<file path="config.mk">
export PLATFORM = sky130hd
export DESIGN_NAME = gaussian_stream_ctrl
export DESIGN_NICKNAME = d
export VERILOG_FILES = /design/src/rtl/gaussian_stream_ctrl.sv
export SDC_FILE = /design/constraint.sdc
export NUM_CORES = 1
export LEC_CHECK = 0
export BUFFER_PORTS_ARGS = -buffer_cell sky130_fd_sc_hd__clkbuf_2
export CORE_MARGIN = 3
export CORE_UTILIZATION = 60
export DETAILED_ROUTE_END_ITERATION = 8
export HOLD_SLACK_MARGIN = 0.15
export PLACE_DENSITY_LB_ADDON = 0.08
export SLEW_MARGIN = 10
export SYNTH_ARGS = -nofsm -noshare
export SYNTH_HDL_FRONTEND = slang
export SYNTH_SLANG_ARGS = --single-unit
</file>
<file path="constraint.sdc">
create_clock -name clk -period 5.6 [get_ports clk]
set_input_delay 0.56 -clock clk [delete_from_list [all_inputs] [get_ports clk]]
set_output_delay 0.56 -clock clk [all_outputs]
set_load 0.005 [all_outputs]
</file>
<file path="src/rtl/gaussian_stream_ctrl.sv">
// Frame sequencer for a fixed-latency Gaussian blur datapath: input handshake,
// datapath occupancy shadow, EOL/EOF tagging of outputs and post-frame flush.
module gaussian_stream_ctrl #(
  parameter int IMG_W   = 640,
  parameter int IMG_H   = 480,
  parameter int LATENCY = 17,
  parameter int DW      = 8,
  parameter int CW      = 10
) (
  input  logic          clk,
  input  logic          rst_n,
  input  logic          start,
  input  logic          in_valid,
  input  logic [DW-1:0] in_data,
  output logic          in_ready,
  output logic [DW-1:0] gauss_din,
  output logic          gauss_clk_en,
  output logic          gauss_rst,
  input  logic [DW-1:0] gauss_dout,
  output logic          out_valid,
  output logic [DW-1:0] out_data,
  output logic          out_eol,
  output logic          out_eof,
  input  logic          out_ready,
  output logic          busy,
  output logic          done
);

  typedef enum logic [1:0] {
    S_IDLE   = 2'd0,
    S_STREAM = 2'd1,
    S_FLUSH  = 2'd2,
    S_DONE   = 2'd3
  } state_t;

  localparam logic [CW-1:0] LAST_COL = CW'(IMG_W - 1);
  localparam logic [CW-1:0] LAST_ROW = CW'(IMG_H - 1);

  state_t             r_state;
  state_t             w_state_next;
  logic [LATENCY-1:0] r_vld_sr;
  logic [CW-1:0]      r_icol;
  logic [CW-1:0]      r_irow;
  logic [CW-1:0]      r_ocol;
  logic [CW-1:0]      r_orow;

  logic w_stream;
  logic w_flush;
  logic w_tail;
  logic w_room;
  logic w_adv;
  logic w_push;
  logic w_xfer;
  logic w_last_in;
  logic w_ocol_last;

  assign w_stream    = (r_state == S_STREAM);
  assign w_flush     = (r_state == S_FLUSH);
  assign w_tail      = r_vld_sr[LATENCY-1];
  // The output slot is free unless a real pixel sits at the tail unaccepted.
  assign w_room      = !w_tail || out_ready;
  assign w_adv       = w_room && (w_flush || (w_stream && (in_valid || w_tail)));
  assign w_push      = in_valid && in_ready;
  assign w_xfer      = out_valid && out_ready;
  assign w_last_in   = (r_icol == LAST_COL) && (r_irow == LAST_ROW);
  assign w_ocol_last = (r_ocol == LAST_COL);

  assign gauss_clk_en = w_adv;
  assign gauss_din    = w_push ? in_data : '0;
  assign out_valid    = w_tail;
  assign out_data     = gauss_dout;
  assign out_eol      = w_tail && w_ocol_last;
  assign out_eof      = out_eol && (r_orow == LAST_ROW);

  always_ff @(posedge clk or negedge rst_n) begin
    if (!rst_n) begin
      r_state <= S_IDLE;
    end else begin
      r_state <= w_state_next;
    end
  end

  always_comb begin
    w_state_next = r_state;
    busy         = 1'b1;
    done         = 1'b0;
    gauss_rst    = 1'b0;
    in_ready     = 1'b0;
    case (r_state)
      S_IDLE: begin
        busy      = 1'b0;
        gauss_rst = 1'b1;
        if (start) begin
          w_state_next = S_STREAM;
        end
      end
      S_STREAM: begin
        // Independent of in_valid so upstream may wait on ready.
        in_ready = w_room;
        if (in_valid && w_room && w_last_in) begin
          w_state_next = S_FLUSH;
        end
      end
      S_FLUSH: begin
        if (r_vld_sr == '0) begin
          w_state_next = S_DONE;
        end
      end
      S_DONE: begin
        done         = 1'b1;
        w_state_next = S_IDLE;
      end
      default: begin
        w_state_next = S_IDLE;
      end
    endcase
  end

  // Shadow of which datapath stages hold real pixels; bubbles shift in as 0.
  always_ff @(posedge clk or negedge rst_n) begin
    if (!rst_n) begin
      r_vld_sr <= '0;
    end else if (r_state == S_IDLE) begin
      r_vld_sr <= '0;
    end else if (w_adv) begin
      r_vld_sr <= {r_vld_sr[LATENCY-2:0], w_push};
    end
  end

  always_ff @(posedge clk or negedge rst_n) begin
    if (!rst_n) begin
      r_icol <= '0;
      r_irow <= '0;
    end else if (r_state == S_IDLE) begin
      r_icol <= '0;
      r_irow <= '0;
    end else if (w_push) begin
      if (r_icol == LAST_COL) begin
        r_icol <= '0;
        r_irow <= (r_irow == LAST_ROW) ? '0 : r_irow + CW'(1);
      end else begin
        r_icol <= r_icol + CW'(1);
      end
    end
  end

  always_ff @(posedge clk or negedge rst_n) begin
    if (!rst_n) begin
      r_ocol <= '0;
      r_orow <= '0;
    end else if (r_state == S_IDLE) begin
      r_ocol <= '0;
      r_orow <= '0;
    end else if (w_xfer) begin
      if (w_ocol_last) begin
        r_ocol <= '0;
        r_orow <= (r_orow == LAST_ROW) ? '0 : r_orow + CW'(1);
      end else begin
        r_ocol <= r_ocol + CW'(1);
      end
    end
  end

endmodule
</file>
After elaboration in Yosys (flattened, before gate mapping)
Cells that the tools add are included.
W data, S select, Z words.

storage, ports and cells
  register bits after elaboration = 59
  bits in latches = 0
  bits in writable memories = 0
  ROM bits = 0
  output and inout bits = 24
  memories kept = 0

cells by class
  add/subtract/negate cells = 4
  multipliers = 0
  div/mod/pow operators = 0
  magnitude comparators = 0
  equality and inequality tests = 10
  shift-type cells = 0
  muxes and demuxes = 25
  bitwise gates (word level) = 0
  reduce and logical (&&, ||, !) cells = 23

operators with widths
  kind                     number
  $mux W10                 14
  $add A10 B1 Y10 const B  4
  $mux W17                 2
  $eq A10 B10 Y1 const B   2
  $eq A10 B9 Y1 const B    2
  $logic_not A17 Y1        1
  $reduce_bool A2 Y1       5
  $logic_and A1 B1 Y1      9
  $mux W8                  1
  $pmux W2 S4              1
  $mux W2                  3
  $eq A2 B2 Y1 const B     2
  $mux W1                  4
  $ne A2 B1 Y1 const B     2
  $reduce_and A2 Y1        2
  $logic_or A1 B1 Y1       3
  $reduce_and A3 Y1        1
  $eq A2 B1 Y1 const B     1
  $logic_not A2 Y1         1
  $ne A2 B2 Y1 const B     1
  $logic_not A1 Y1         1

Longest topological paths before layout
  word-level depth = 6
  depth in mapped cells = 8

Least setup slack after synthesis
No wires, ideal clock.

  path kind = input to output
  start = input out_ready
  end = output gauss_din[0]
  arrival = 1535 ps
  data required time = 5040 ps
  path slack = 3505 ps
  cell stages on the path = 5
  buffers on the path = 2
  cell sequence = nand2b_1 and3_1 clkbuf_1 clkbuf_1 and2_1

on the way
  cells in the longest elaborated chain, start to end = 4

ends and longest elaborated chain
  what                 RTL line  text
  start: declaration   24        input logic out_ready,
  $logic_or A1 B1 Y1   61        assign w_room = !w_tail || out_ready;
  $mux W1              89        case (r_state)
  $logic_and A1 B1 Y1  63        assign w_push = in_valid && in_ready;
  $mux W8              69        assign gauss_din = w_push ? in_data : '0;
  end: declaration     16        output logic [DW-1:0] gauss_din,

Every way passes these cells.

Final worst setup path
  start = register r_state[1]
  end = output gauss_clk_en

on the way
  cells in the longest elaborated chain, start to end = 4

ends and longest elaborated chain
  what                      RTL line  text
  start: declaration        39        state_t r_state;
  start signal: assignment  79        r_state <= w_state_next;
  $eq A2 B1 Y1              57        assign w_stream = (r_state == S_STREAM);
  $logic_and A1 B1 Y1       62        assign w_adv = w_room && (w_flush || (w_stream && (in_valid || w_tail)));
  $logic_or A1 B1 Y1 *      62
  $logic_and A1 B1 Y1 *     62
  end: declaration          17        output logic gauss_clk_en,

Every way passes the cells marked *; elsewhere a longest branch is shown, timed or not.

==> flow_summary.ini <==
[logic_synthesis]
yosysTopAreaCell = dfrtp_1
synth_top_area_share_pct = 46.5
synth_cell_type_count = 44
seq_area_frac_synth_pct = 46.5
postSynthAreaPerCell_um2 = 9.50
synth.net_count = 363
ys_seq_elements = 59
synthCells = 334
yosys-top-cells-area = dfrtp_1 47%, nor2_1 6.4%, mux2i_1 5.0%
netlist_area_um2 = 3170
ys_warn_count = 0

[cts]
cts_sinks = 59
cts_root_buffer = clkbuf_8
clock_latency_ns = 0.33
post_cts_buffers = 0
hold_buffers = 0
clockBufferDepth = 2
post_cts_resized = 0
htree_levels = 3
cts_buffers = 9
cts_tree = yes
cts.clk_slew.worst_paths_ns = 0.07

[worst_setup_path]
crit_required_ns = 5.04
crit_buf_inv = 3
cp_top_family = compound AO/OA/AOI/OAI gates
arrival_ns = 2.24
critPathMostFrequentCell = inv_1
critPathMaxFanout = 18
slowest_delay_ns = 0.82
end_kind = output port
crit_chain = inv_1 > ha_1 > o21a_1 > o21ai_2 > inv_1 > clkbuf_2
crit_slowest_cell = o21ai_2
crit_type = reg2out
critPathLaunchType = flop

[timing]
rsz0062_at_grt = false
finalHoldViolCount = 0
fin_crit_ns = 2.80
hold_ws_ns = 0.369
fin_skew_ns = 0.00979
setup_violations = 0
relSlewSlack_pct = 28.0
worst_pin_slew_ns = 1.08
slew_viol_final = 0
setup_tns_ns = 0
max_freq_mhz = 357
fin_crit_sh_pct = 50.0

[placed_design]
place.port_buffers = 28
post-dp-hpwl_mm = 3.98
gp_congestion = 0.794
dpl.cell_count = 410

[route]
first_iter_violations = 186
route.detailed.wl_per_inst_um = 14.4
wirelength_mm = 6.13
drtAntennaViolNets = 0
route.detailed.drc = 0
vias = 2463
dr.pass1.iters = 4
vias_per_cell = 5.78

[grt]
grt_first_pass_wirelength_mm = 11.1
grt_start_max_net_pins = 60
first_global_vias = 2404
antenna_found_initial = 0
track_usage_pct = 22.7
overflow = 0

[floorplanning]
initial_core_util_pct = 64.6
io_pins = 45
die_y_um = 78.7
die-width_um = 78.7
core-area_um2 = 4910
die_area_um2 = 6200
row_count = 25

[pwr]
total_power_mw = 1.26
power_density_nw_per_um2 = 360
p_leak_nw = 1.65
vdd_drop_max_v = 0.000316

[layout]
instances_no_fill = 426
n_fill_cell = 402
utilization_pct = 71.2
final_common_cell = dfrtp_1
n_antenna_cell = 0
mostFrequentLayoutCells = 59 x dfrtp_1, 54 x nor2_1, 28 x clkbuf_2
drive_gt1_share_pct = 15.3
syn_to_final_growth_pct = 10.3
finalNetCount = 383

[flow_run]
maxCapViolations = 0

[min_path]
hp-class = in2async

[outcome]
status = completed
==> worst paths after layout <==
check | startpoint | endpoint | slack, ns | cells past startpoint
max | r_state[1]$_DFFE_PN0P_ | gauss_clk_en | 2.80 | 6
max in group asynchronous | rst_n | r_icol[3]$_DFFE_PN0P_ | 4.74 | 2
min in group clk | r_vld_sr[0]$_DFFE_PN0P_ | r_vld_sr[0]$_DFFE_PN0P_ | 0.55 | 2
min | rst_n | r_ocol[5]$_DFFE_PN0P_ | 0.37 | 2
max reg2reg | r_state[0]$_DFFE_PN0P_ | r_orow[9]$_DFFE_PN0P_ | 3.05 | 6
min reg2reg | r_vld_sr[0]$_DFFE_PN0P_ | r_vld_sr[0]$_DFFE_PN0P_ | 0.55 | 2
==> worst reg2reg max path, stage by stage (launching register included) <==
cell	delay, ns
dfrtp_1	0.42
inv_1	0.13
ha_2	0.87
inv_1	0.23
o31ai_1	0.24
nor2_1	0.18
a221o_1	0.37
==> per-stage QoR <==
stage / area (um2) / setup WS [ns]
detailed placement: 3300 / 3.08
CTS: 3500 / 2.77
finish: 3500 / 2.80
global route: 3500 / 2.62
floorplan: 3170 / 3.50
global placement: 3300 / 3.13
==> per-layer routing <==
| layer | routed length (um) | GRT usage [%] | part of all wire [%] |
|---|---|---|---|
| met1 | 2930 | 30.1 | 48 |
| met2 | 2830 | 36.4 | 46 |
| met3 | 305 | 6.24 | 5.0 |
| met4 | 65 | 7.17 | 1.1 |
| met5 | 0 | 0 | 0 |
==> cells in the mapped netlist <==
library cell / instances
a211oi_1: 1
a21o_1: 1
a21oi_1: 18
a221o_1: 3
a22o_1: 1
a311oi_1: 1
a31oi_1: 1
and2_1: 12
and2_2: 1
and3_1: 7
and3_2: 1
and4_1: 1
buf_1: 1
buf_2: 2
buf_4: 8
buf_6: 1
clkbuf_1: 8
dfrtp_1: 59
ha_1: 8
inv_1: 6
mux2_1: 1
mux2i_1: 16
nand2_1: 18
nand2_2: 1
nand2b_1: 3
nand3_1: 22
nand3b_1: 3
nand4_1: 9
nand4_4: 1
nand4b_1: 3
nor2_1: 54
nor2b_1: 3
nor3_1: 9
nor4_1: 4
nor4_4: 2
o21a_1: 1
o21ai_0: 13
o31ai_1: 3
o41ai_1: 3
or3_1: 1
or3_2: 2
or4_1: 3
xnor2_1: 3
xor2_1: 15
==> flip-flops by register name, indices dropped and copies added, names as in the netlist <==
name,flops
r_irow,10
r_ocol,10
r_state,2
r_icol,10
r_orow,10
r_vld_sr,17
==> power by group <==
part,leakage [nW],switching [mW],internal (mW)
clock,0.0905,0.170,0.216
combinational,0.747,0.240,0.141
sequential,0.815,0.0343,0.460
==> cells by family (layout without fill, tap and decap cells) <==
family	after synthesis	after routing	synth area share [%]
AO/OA/AOI/OAI	46	46	8.83
AND/OR/NAND/NOR	160	160	26.8
buffers and inverters	26	51	4.34
XOR/XNOR	18	18	4.97
adder cells (fa/ha/maj)	8	8	3.15
flip-flops	59	59	46.5
multiplexers	17	17	5.40
==> layout make-up <==
cell class	instances	area (um2)	area share (%)
clock inverters	6	65.1	1.86
clock buffers	10	138	3.93
flip-flops and latches	59	1480	42.2
well taps	67	83.8	2.40
multi-input cells	249	1570	44.7
repair buffers	29	148	4.22
inverters	6	22.5	0.644
(Power assumes the default switching activity.)
